**config.mk**
```make
export PLATFORM = sky130hd
export DESIGN_NAME = mem_arbiter
export DESIGN_NICKNAME = d
export VERILOG_FILES = /design/src/rtl/mem_arbiter.sv
export SDC_FILE = /design/constraint.sdc
export NUM_CORES = 1
export LEC_CHECK = 0
export ABC_AREA = 1
export CAP_MARGIN = 0
export CORE_UTILIZATION = 45
export DETAILED_ROUTE_END_ITERATION = 10
export GPL_TIMING_DRIVEN = 0
export PLACE_DENSITY = 0.85
export SYNTH_ARGS = -nofsm -noshare
export SYNTH_HDL_FRONTEND = slang
export SYNTH_SLANG_ARGS = --single-unit
```
**constraint.sdc**
```tcl
create_clock -name clk -period 12.65 [get_ports clk]
set_clock_uncertainty 0.05 [all_clocks]
set_input_delay 3.1625 -clock clk [delete_from_list [all_inputs] [get_ports clk]]
set_output_delay 3.1625 -clock clk [all_outputs]
set_load 0.03 [all_outputs]
```
**src/rtl/mem_arbiter.sv**
```systemverilog
// mem_arbiter: shares one RAM port between IF fetch and MEM load/store.
// Optional fairness for IF under sustained MEM traffic: MEM_ARB_FAIR_EN.
module mem_arbiter #(
  parameter int unsigned RAM_LATENCY = 1
) (
  input  logic        clk,
  input  logic        rst,
  input  logic        if_req,
  input  logic [31:0] if_addr,
  input  logic        flush_if,
  output logic        if_ready,
  output logic [31:0] if_rdata,
  input  logic        mem_req,
  input  logic        mem_we,
  input  logic [31:0] mem_addr,
  input  logic [31:0] mem_wdata,
  input  logic [3:0]  mem_wmask,
  output logic        mem_ready,
  output logic [31:0] mem_rdata,
  output logic        ram_ce,
  output logic        ram_we,
  output logic [31:0] ram_addr,
  output logic [31:0] ram_wdata,
  output logic [3:0]  ram_wmask,
  input  logic [31:0] ram_rdata,
  output logic        stall_req_if,
  output logic        stall_req_mem
);

  typedef enum logic [1:0] {
    IDLE,
    ISSUE,
    WAIT,
    RESP
  } state_t;

  localparam logic [2:0] LAT = 3'(RAM_LATENCY);

  state_t     state;
  logic       owner_mem;
  logic       kill;
  logic       we_q;
  logic [2:0] cnt;

  logic if_ok;
  logic fair_force;
  logic grant_mem;
  logic grant_if;

`ifdef MEM_ARB_FAIR_EN
  logic [1:0] fair_cnt;
  assign fair_force = (fair_cnt == 2'd3);
`else
  assign fair_force = 1'b0;
`endif

  // IDLE grant decision: MEM holds the older instruction, so it wins
  always_comb begin
    if_ok     = if_req & ~flush_if;
    grant_mem = mem_req & ~(if_ok & fair_force);
    grant_if  = if_ok & ~grant_mem;
  end

  // access sequencer: IDLE -> ISSUE -> WAIT x RAM_LATENCY -> RESP
  always_ff @(posedge clk or posedge rst) begin
    if (rst) begin
      state     <= IDLE;
      owner_mem <= 1'b0;
      kill      <= 1'b0;
      we_q      <= 1'b0;
      cnt       <= '0;
      ram_ce    <= 1'b0;
      ram_we    <= 1'b0;
      ram_addr  <= '0;
      ram_wdata <= '0;
      ram_wmask <= '0;
      if_ready  <= 1'b0;
      if_rdata  <= '0;
      mem_ready <= 1'b0;
      mem_rdata <= '0;
    end else begin
      ram_ce    <= 1'b0;
      ram_we    <= 1'b0;
      if_ready  <= 1'b0;
      mem_ready <= 1'b0;
      unique case (state)
        IDLE: begin
          kill <= 1'b0;
          if (grant_mem || grant_if) begin
            owner_mem <= grant_mem;
            we_q      <= grant_mem & mem_we;
            ram_addr  <= grant_mem ? mem_addr : if_addr;
            ram_wdata <= grant_mem ? mem_wdata : '0;
            ram_wmask <= grant_mem ? mem_wmask : '0;
            ram_ce    <= 1'b1;
            ram_we    <= grant_mem & mem_we;
            state     <= ISSUE;
          end
        end
        ISSUE: begin
          cnt   <= LAT;
          state <= WAIT;
          if (!owner_mem && flush_if)
            kill <= 1'b1;
        end
        WAIT: begin
          cnt <= cnt - 3'd1;
          if (!owner_mem && flush_if)
            kill <= 1'b1;
          if (cnt == 3'd1) begin
            state <= RESP;
            if (owner_mem) begin
              mem_ready <= 1'b1;
              mem_rdata <= we_q ? '0 : ram_rdata;
            end else if (!(kill || flush_if)) begin
              if_ready <= 1'b1;
              if_rdata <= ram_rdata;
            end
          end
        end
        RESP: begin
          if (!owner_mem && flush_if)
            kill <= 1'b1;
          state <= IDLE;
        end
      endcase
    end
  end

`ifdef MEM_ARB_FAIR_EN
  // count MEM grants that overtook a waiting IF; at 3, IF gets a turn
  always_ff @(posedge clk or posedge rst) begin
    if (rst) begin
      fair_cnt <= '0;
    end else if (!if_req) begin
      fair_cnt <= '0;
    end else if (state == IDLE) begin
      if (grant_if)
        fair_cnt <= '0;
      else if (grant_mem && fair_cnt != 2'd3)
        fair_cnt <= fair_cnt + 2'd1;
    end
  end
`endif

  assign stall_req_if  = if_req & ~if_ready;
  assign stall_req_mem = mem_req & ~mem_ready;

endmodule

```
==> summary.txt <==
Fill cells = 984
final setup violation count = 0
Area Growth Syn to Fin = 58.6%
Die H = 119 um
vias in the first global route = 6076
Total GRT Usage = 28.5%
Max-slew headroom = 60.0%
post-synth cell types = 20
number of buffers and inverters on the critical path = 3
antenna violations before repair = 0
post-synthesis mux area share = 0%
largest net degree at the start of global routing = 82
wire length per cell = 16.1 um
Startpoint Class = primary input
Critical Path AT = 4460 ps
Max Root-Sink Buffers = 2
initial detailed-routing violation count = 383
Synth Register Bits = 144
CP Class = in2out
top post-synthesis cells by area = dfrtp_1 58%, nand2_1 25%, nand4_1 3.3%
number of I/O pins = 276
Slew Limit Fails = 0
sequential fraction of the synthesis area = 58.4%
die area = 0.0142 mm^2
post_cts resized = 0
Max IR drop VDD = 0.000177 V
CTS tree = yes
worst-path cell chain = clkdlybuf4s50_1 -> inv_1 -> nor2_1 -> clkdlybuf4s50_1
hold_ws = 418 ps
Cell Pwr Density = 274 mW/mm^2
Non-Filler Instances = 1225
Num CTS Buffers = 17
top-area cell type share of the netlist area = 58.4%
Leak Pwr = 4.83 nW
Post-Synth XOR/XNOR Area = 0%
share of cells above drive strength 1 = 6.10%
Synth Instances = 742
CP Max Fanout = 2
Final Cycle Share = 60.6%
vias per std cell = 4.96
dominant cell type by area after synthesis = dfrtp_1
root buf cell = clkbuf_16
GRT overflow = 0
Avg Synthesized Cell Area = 8.31 um^2
fmax = 130 MHz
postcts setup bufs = 0
Synth Area in Simple Gates = 32.4%
adder-cell area share of the yosys netlist = 1.01%
Fin. Hold Viols = 0
post-synthesis compound-gate area fraction = 3.43%
diode count = 0
width of the die = 119 um
largest family of logic cells by synthesized area = simple AND/OR/NAND/NOR gates
slowest cell on the critical path = clkdlybuf4s50_1
final worst slack = 4980 ps
Post-Syn Area = 0.00617 mm^2
number of synthesized flops with an enable pin = 0
RSZ-0062 raised after global routing = no
setup tns final = 0 ps
Min Clock Period, post-route = 7670 ps
DRC Markers = 0
Crit. End Element = primary output
post-route ant nets = 0
syn nets = 885
hpwl dp = 14600 um
clk slew on worst S/H paths = 60 ps
CTS sink cnt = 144
status = finished clean
Async SR Flop Fraction = 100%
cell mode on critical path = clkdlybuf4s50_1
nets = 1179
Core Box Area = 0.0133 mm^2
Worst-Skew Late Latency = 410 ps
Post-Place Worst Slack = 4970 ps
Placed Instances = 1193
Synth Flop Type = dfrtp_1
final estimated routing congestion in global placement = 0.849
drt first pass iters = 6
Post-CTS Hold Buffers = 0
drt total wl = 19700 um
PortBufs = 274
slowest stage delay, CP = 670 ps
Initial Utilization = 46.4%
# rows = 42
HP Class = reg2reg
Worst Path Required = 9440 ps
Least-Margin Pin Slew = 600 ps
CP delay by family, top = buffers and inverters
global-route wire length before repair = 31100 um
Vias = 6076
maxcap violations = 0
Clock H-tree levels = 4
synth warn = 0
==> cell usage in the layout, fill, tap and decap left out, types with 3 or more instances in the layout <==
master,Yosys,layout
nand3_1,36,36
buf_2,14,14
nor2_1,5,5
dfrtp_1,144,144
clkdlybuf4s50_1,0,274
clkinvlp_4,0,4
clkbuf_8,0,4
clkbuf_16,0,17
bufinv_16,0,3
nand4_1,33,33
o21ai_0,38,38
inv_1,13,12
buf_4,8,8
nand2_1,413,413
clkbuf_1,21,23
ha_1,5,5
==> flip-flops by register name, summed over array words and instances (netlist names), 2 cells and up <==
name and flops:
ram_wmask 4, if_rdata 32, cnt 3, state 2, ram_wdata 32, ram_addr 32, mem_rdata 32
==> metal layers <==
layer  vias up  global-route usage (%)  wire length [um]
met5         -                       0                 0
met4         0                    12.4               555
met3        38                    8.43              1550
met2       245                    49.3              9740
met1      2863                    32.4              7860
li1       2930                       -                 -
==> worst paths after layout <==
path,end,slack (ps),startpoint,cells after the start
max,stall_req_if,4980,if_req,4
min,ram_wmask[3],420,ram_wmask[3],2
max reg2reg,if_rdata[1],10720,state[0],7
min reg2reg,ram_wmask[3],420,ram_wmask[3],2
max in group asynchronous,if_rdata[28],8610,rst,3
min in group asynchronous,ram_wmask[1],3150,rst,2
==> worst reg2reg max path: cells and delay by family, from the launching register on <==
kind	cells	cell delay, ps
buffers and inverters	3	740
adders and majority gates	1	150
DFF	1	380
and+or+nand+nor	3	500
==> where the power goes <==
group / total (mW) / switching, mW / internal (mW)
Clock: 0.518 / 0.188 / 0.330
Combinational: 1.38 / 0.860 / 0.517
Sequential: 0.783 / 0.112 / 0.671
==> Yosys cell counts (2+ instances only) <==
cell / number
nor2_1: 5
o21ai_0: 38
nand4_1: 33
nand3_1: 36
clkbuf_1: 21
buf_4: 8
inv_1: 13
ha_1: 5
buf_6: 2
dfrtp_1: 144
nor2_4: 2
nand2_1: 413
inv_2: 2
buf_2: 14
==> layout make-up <==
cell class / count / area (um^2) / share of cell area [%]
Sequential cell: 144 / 3600 / 36.8
Buffer: 45 / 231 / 2.37
Inverter: 16 / 67.6 / 0.691
Tap cell: 176 / 220 / 2.25
Clock buffer: 23 / 488 / 4.99
Multi-Input combinational cell: 537 / 2270 / 23.2
Clock inverter: 9 / 130 / 1.33
Timing Repair Buffer: 275 / 2770 / 28.3
==> per-stage QoR <==
| stage | area [um^2] | utilization, % | power (mW) |
|---|---|---|---|
| 4_1_cts | 9780 | 73.6 | 2.69 |
| 6_report | 9780 | 73.6 | 2.68 |
| 5_1_grt | 9780 | 73.6 | 2.82 |
| 3_3_place_gp | 9130 | 68.7 | 2.13 |
| 2_1_floorplan | 6170 | - | 1.56 |
| 3_5_place_dp | 9170 | 68.9 | 2.16 |
==> cell families after synthesis <==
kind of cell    count (synthesis)
fa+ha+maj                       5
flops                         144
simple gates                  492
compound gates                 40
buf+inv                        61
No activity file was read; power rests on OpenSTA's default activity.
==> RTL edit 1 (same settings) <==
Add a define of `MEM_ARB_FAIR_EN`.
--- a/src/rtl/mem_arbiter.sv
+++ b/src/rtl/mem_arbiter.sv
@@ -1,5 +1,7 @@
 // mem_arbiter: shares one RAM port between IF fetch and MEM load/store.
 // Optional fairness for IF under sustained MEM traffic: MEM_ARB_FAIR_EN.
+`define MEM_ARB_FAIR_EN
+
 module mem_arbiter #(
   parameter int unsigned RAM_LATENCY = 1
 ) (
Check against the original RTL: same outputs for any inputs over 10 cycles, from zero or initial values and one cycle with rst high; that may be too few to reach the edited logic, so the function may still have changed.
==> RTL edit 1 against the unedited design <==
Clock power down 5.8%; final area up 0.33%; cell count about the same; power down 3.2%; sequential cell count up 2; wire length down 2.1%; synthesized area up 1.3%; worst setup slack worse by 0.18 ns; largest cell class unchanged; largest power group unchanged.
==> RTL edit 1: results (changes against the unedited design) <==
* Adder-cell share of the synthesized area at 1.001% (-0.013 points)
* Hold Crit Class: reg -> reg
* Worst vdd ir at 0.1555 mV (-12%)
* Final #Nets at 1179 (unchanged)
* R2R depth at 7 (unchanged)
* DP HPWL at 14440 µm (-1.4%)
* Critical Path AT at 4.64 ns (+0.18 ns)
* Register area share after synthesis at 58.46% (about the same)
* Post-place setup slack at 4.801 ns (-0.1707 ns)
* Setup Buffers After CTS at 0 (unchanged)
* Initial drt markers at 261 (-32%)
* Max FO, Critical Path at 6 (+4)
* Synth cell count leaders: nand2_1 (241), dfrtp_1 (146), inv_1 (115)
* Post-Synth XOR/XNOR Area at 0.1401% (+0.14 points)
* Clock buffer depth at 2 (unchanged)
* Post-synthesis cell type count at 23 (+15%)
* Root buffer cell: clkbuf_16
* Critical path launch point type: primary input
* # diodes at 0 (unchanged)
* Mux contribution to synthesized area at 0% (unchanged)
* Port Buffers at 274 (unchanged)
* Worst skew pair latency at 0.42 ns
* Filler cells at 1018 (+3.5%)
* H-tree levels at 4 (unchanged)
* Worst Hold Depth at 2 (unchanged)
* Gr ovfl total at 0 (unchanged)
* Post-CTS sizing at 0 (unchanged)
* Placed instance area at 9245 µm² (+0.87%)
* P_leak at 0.004761 µW (-1.5%)
* Sw power at 1101 µW (-5.1%)
* Largest net degree at the start of global routing at 89 (+8.5%)
* Delay-heaviest family, CP: buffers and inverters
* RePlAce Congestion at 0.8676 (+2.2%)
* Status: finished clean
* Vias at 5912 (-2.7%)
* Global-route usage over all layers at 27.53% (-0.93 points)
* DP Cell Count at 1193 (unchanged)
* Layout cells sized above 1 at 6.011% (-0.090 points)
* Drt pass-1 iters at 4 (-2)
* Actual slew at the worst max-slew pin at 0.7920 ns (+0.1919 ns)
* Vias in the first global route at 5805 (-4.5%)
* Via-to-Cell Ratio at 4.830 (-2.6%)
* Asr flop ratio synth at 100.0% (unchanged)
* CP max stage delay at 0.69 ns (+0.02 ns)
* Slew Limit Fails at 0 (unchanged)
* YS warnings at 0 (unchanged)
* Compound-Gate Fraction of Synth Area at 9.349% (+5.9 points)
* Synth top area cells: dfrtp_1 (58%), nand2_1 (14%), o21ai_0 (8.2%), inv_1 (6.9%), nand3_1 (5.4%)
* Routed wire length per instance at 15.77 µm (-2.0%)
* First-pass GRT wire length at 29740 µm (-4.5%)
* Predominant post-synthesis flop cell: dfrtp_1
## RTL edit 1: layout make-up
cell class	count	area (µm²)	area share (%)
clock buffer	21	460.4	4.691
multi-input combinational	437	1951	19.87
clock inverter	10	110.1	1.122
tap	176	220.2	2.243
buffer	41	202.7	2.065
timing repair buffer	275	2770	28.22
sequential	146	3654	37.22
inverter	118	447.9	4.563
## RTL edit 1: worst reg2reg max path, cell delays in order (launching register included)
cell and delay (ns):
dfrtp_1 0.36, inv_1 0.09, ha_1 0.20, inv_1 0.09, nor3_1 0.27, buf_2 0.27, clkbuf_1 0.36, o21ai_0 0.17
## RTL edit 1: metal layers
metal	track usage [%]	part of all wire (%)	wire length, µm
met4	14.53	4.0	773
met5	0	0	0
met1	29.84	38	7427
met3	11.12	10	1946
met2	46.10	47	9152
## RTL edit 1: path summary, 6_finish.rpt
check / startpoint / to / slack (ns)
setup / recovery: if_req / stall_req_if / 4.80
hold / removal: ram_addr[3] / ram_addr[3] / 0.43
setup reg to reg: state[0] / mem_rdata[16] / 10.65
hold reg to reg: ram_addr[3] / ram_addr[3] / 0.43
max in group asynchronous: rst / ram_addr[13] / 8.57
min in group asynchronous: rst / ram_wdata[16] / 3.23
## RTL edit 1: through the flow
stage               power, µW  hold WS, ns
floorplan                1513       0.4070
global placement         2079       0.4101
detailed placement       2108       0.4140
CTS                      2609       0.4302
global route             2737       0.4454
finish                   2592       0.4258
## RTL edit 1: power groups by stage
| stage | Sequential [µW] | Clock, µW | Combinational, µW |
|---|---|---|---|
| 4_1_cts | 804 | 495 | 1310 |
| 6_report | 805 | 488 | 1300 |
| 2_1_floorplan | 1200 | 0 | 317 |
| 5_1_grt | 829 | 519 | 1390 |
| 3_5_place_dp | 805 | 0 | 1300 |
| 3_3_place_gp | 800 | 0 | 1280 |
==> RTL edit 2 (config.mk and constraints unchanged) <==
Without the edit above. The 4 states of `state_t` get a one-hot encoding in 4 bits.
--- a/src/rtl/mem_arbiter.sv
+++ b/src/rtl/mem_arbiter.sv
@@ -27,11 +27,11 @@
   output logic        stall_req_mem
 );
 
-  typedef enum logic [1:0] {
-    IDLE,
-    ISSUE,
-    WAIT,
-    RESP
+  typedef enum logic [3:0] {
+    IDLE  = 4'b0001,
+    ISSUE = 4'b0010,
+    WAIT  = 4'b0100,
+    RESP  = 4'b1000
   } state_t;
 
   localparam logic [2:0] LAT = 3'(RAM_LATENCY);
Function: same outputs for any inputs over 10 cycles, from zero or initial values and one cycle with rst high; not proved beyond that.
==> RTL edit 2 against the unedited design <==
Final area decreased by 0.41%; fmax decreased by 6.9%; wire length decreased by 5.8%; synthesized cell count decreased by 7.7%; worst setup slack got worse by 0.57 ns; count of clock-buffer cells in the layout decreased by 4; power decreased by 5.7%; sequential cell count increased by 2; synthesized area decreased by 1.2%; critical path type unchanged.
==> RTL edit 2: results (changes against the unedited design) <==
* Final #Nets at 1120 (-5.0%)
* P_leak at 0.004648 µW (-3.8%)
* Layout cells sized above 1 at 10.19% (+4.1 points)
* DP HPWL at 13910 µm (-5.0%)
* Global-route usage over all layers at 27.73% (-0.74 points)
* Critical Path AT at 5.03 ns (+0.57 ns)
* Register area share after synthesis at 59.97% (+1.6 points)
* RePlAce Congestion at 0.8764 (+3.2%)
* Worst vdd ir at 0.1229 mV (-30%)
* Final wirelength at 18550 µm (-5.8%)
* Largest net degree at the start of global routing at 81 (-1.2%)
* Max FO, Critical Path at 10 (+8)
* First-pass GRT wire length at 29770 µm (-4.4%)
* Status: finished clean
* Met3 WL at 1563 µm (+0.58%)
* Drt pass-1 iters at 5 (-1)
* Post-synthesis cell type count at 22 (+10%)
* Met2 WL post-DR at 9354 µm (-3.9%)
* Slew HR at 59.03% (-0.97 points)
* Filler cells at 982 (-0.20%)
* Post-place setup slack at 4.404 ns (-0.5681 ns)
* Initial antenna violation count at 1 (+1)
* Via-to-Cell Ratio at 5.036 (+1.5%)
* Compound-Gate Fraction of Synth Area at 8.684% (+5.3 points)
* Met1 GRT Util at 30.48% (-1.9 points)
* Initial drt markers at 324 (-15%)
* Met1 WL at 6893 µm (-12%)
* Port Buffers at 275 (+0.36%)
* Vias in the first global route at 5932 (-2.4%)
* Met3 usage at 7.819% (-0.61 points)
[RTL edit 2: path summary, 6_finish.rpt]
kind / endpoint / cells past startpoint / start / slack [ns]
worst min-delay path: if_rdata[27] / 2 / if_rdata[27] / 0.42
max in group asynchronous: state[0] / 3 / rst / 8.57
worst min register to register: if_rdata[27] / 2 / if_rdata[27] / 0.42
worst max register to register: if_rdata[3] / 8 / cnt[1] / 10.95
min in group asynchronous: ram_wmask[2] / 2 / rst / 3.17
worst max-delay path: stall_req_mem / 5 / mem_req / 4.41
[RTL edit 2: power by group]
group	leakage [µW]	switching [µW]	internal, µW
Combinational	0.00251	718	479
Clock	0.000310	185	356
Sequential	0.00183	115	674
Total	0.00465	1020	1510
[RTL edit 2: layout make-up]
| class | count | share of cell area, % |
|---|---|---|
| flip-flops and latches | 146 | 37.51 |
| repair buffers | 276 | 28.53 |
| multi-input cells | 478 | 22.02 |
| clock buffers | 19 | 4.649 |
| plain buffers | 44 | 2.363 |
| well taps | 176 | 2.260 |
| clock inverters | 11 | 1.901 |
| inverters | 17 | 0.7063 |
| diodes | 2 | 0.05137 |
[RTL edit 2: worst register-to-register path, stage by stage, from the launching register on]
cell	delay (ns)
dfrtp_1	0.37
inv_1	0.08
ha_1	0.14
nand2_1	0.09
nor2_2	0.27
nand2_1	0.20
buf_2	0.25
nand2_1	0.10
nand2_1	0.05
[RTL edit 2: stage by stage]
| step | std cells | hold slack (ns) | total power (µW) |
|---|---|---|---|
| final | 1169 | 0.4185 | 2526 |
| after global placement | 1136 | 0.4021 | 1960 |
| after floorplan | 685 | 0.4030 | 1438 |
| after detailed placement | 1137 | 0.4076 | 1990 |
| after CTS | 1167 | 0.4219 | 2540 |
| after global routing | 1169 | 0.4430 | 2655 |
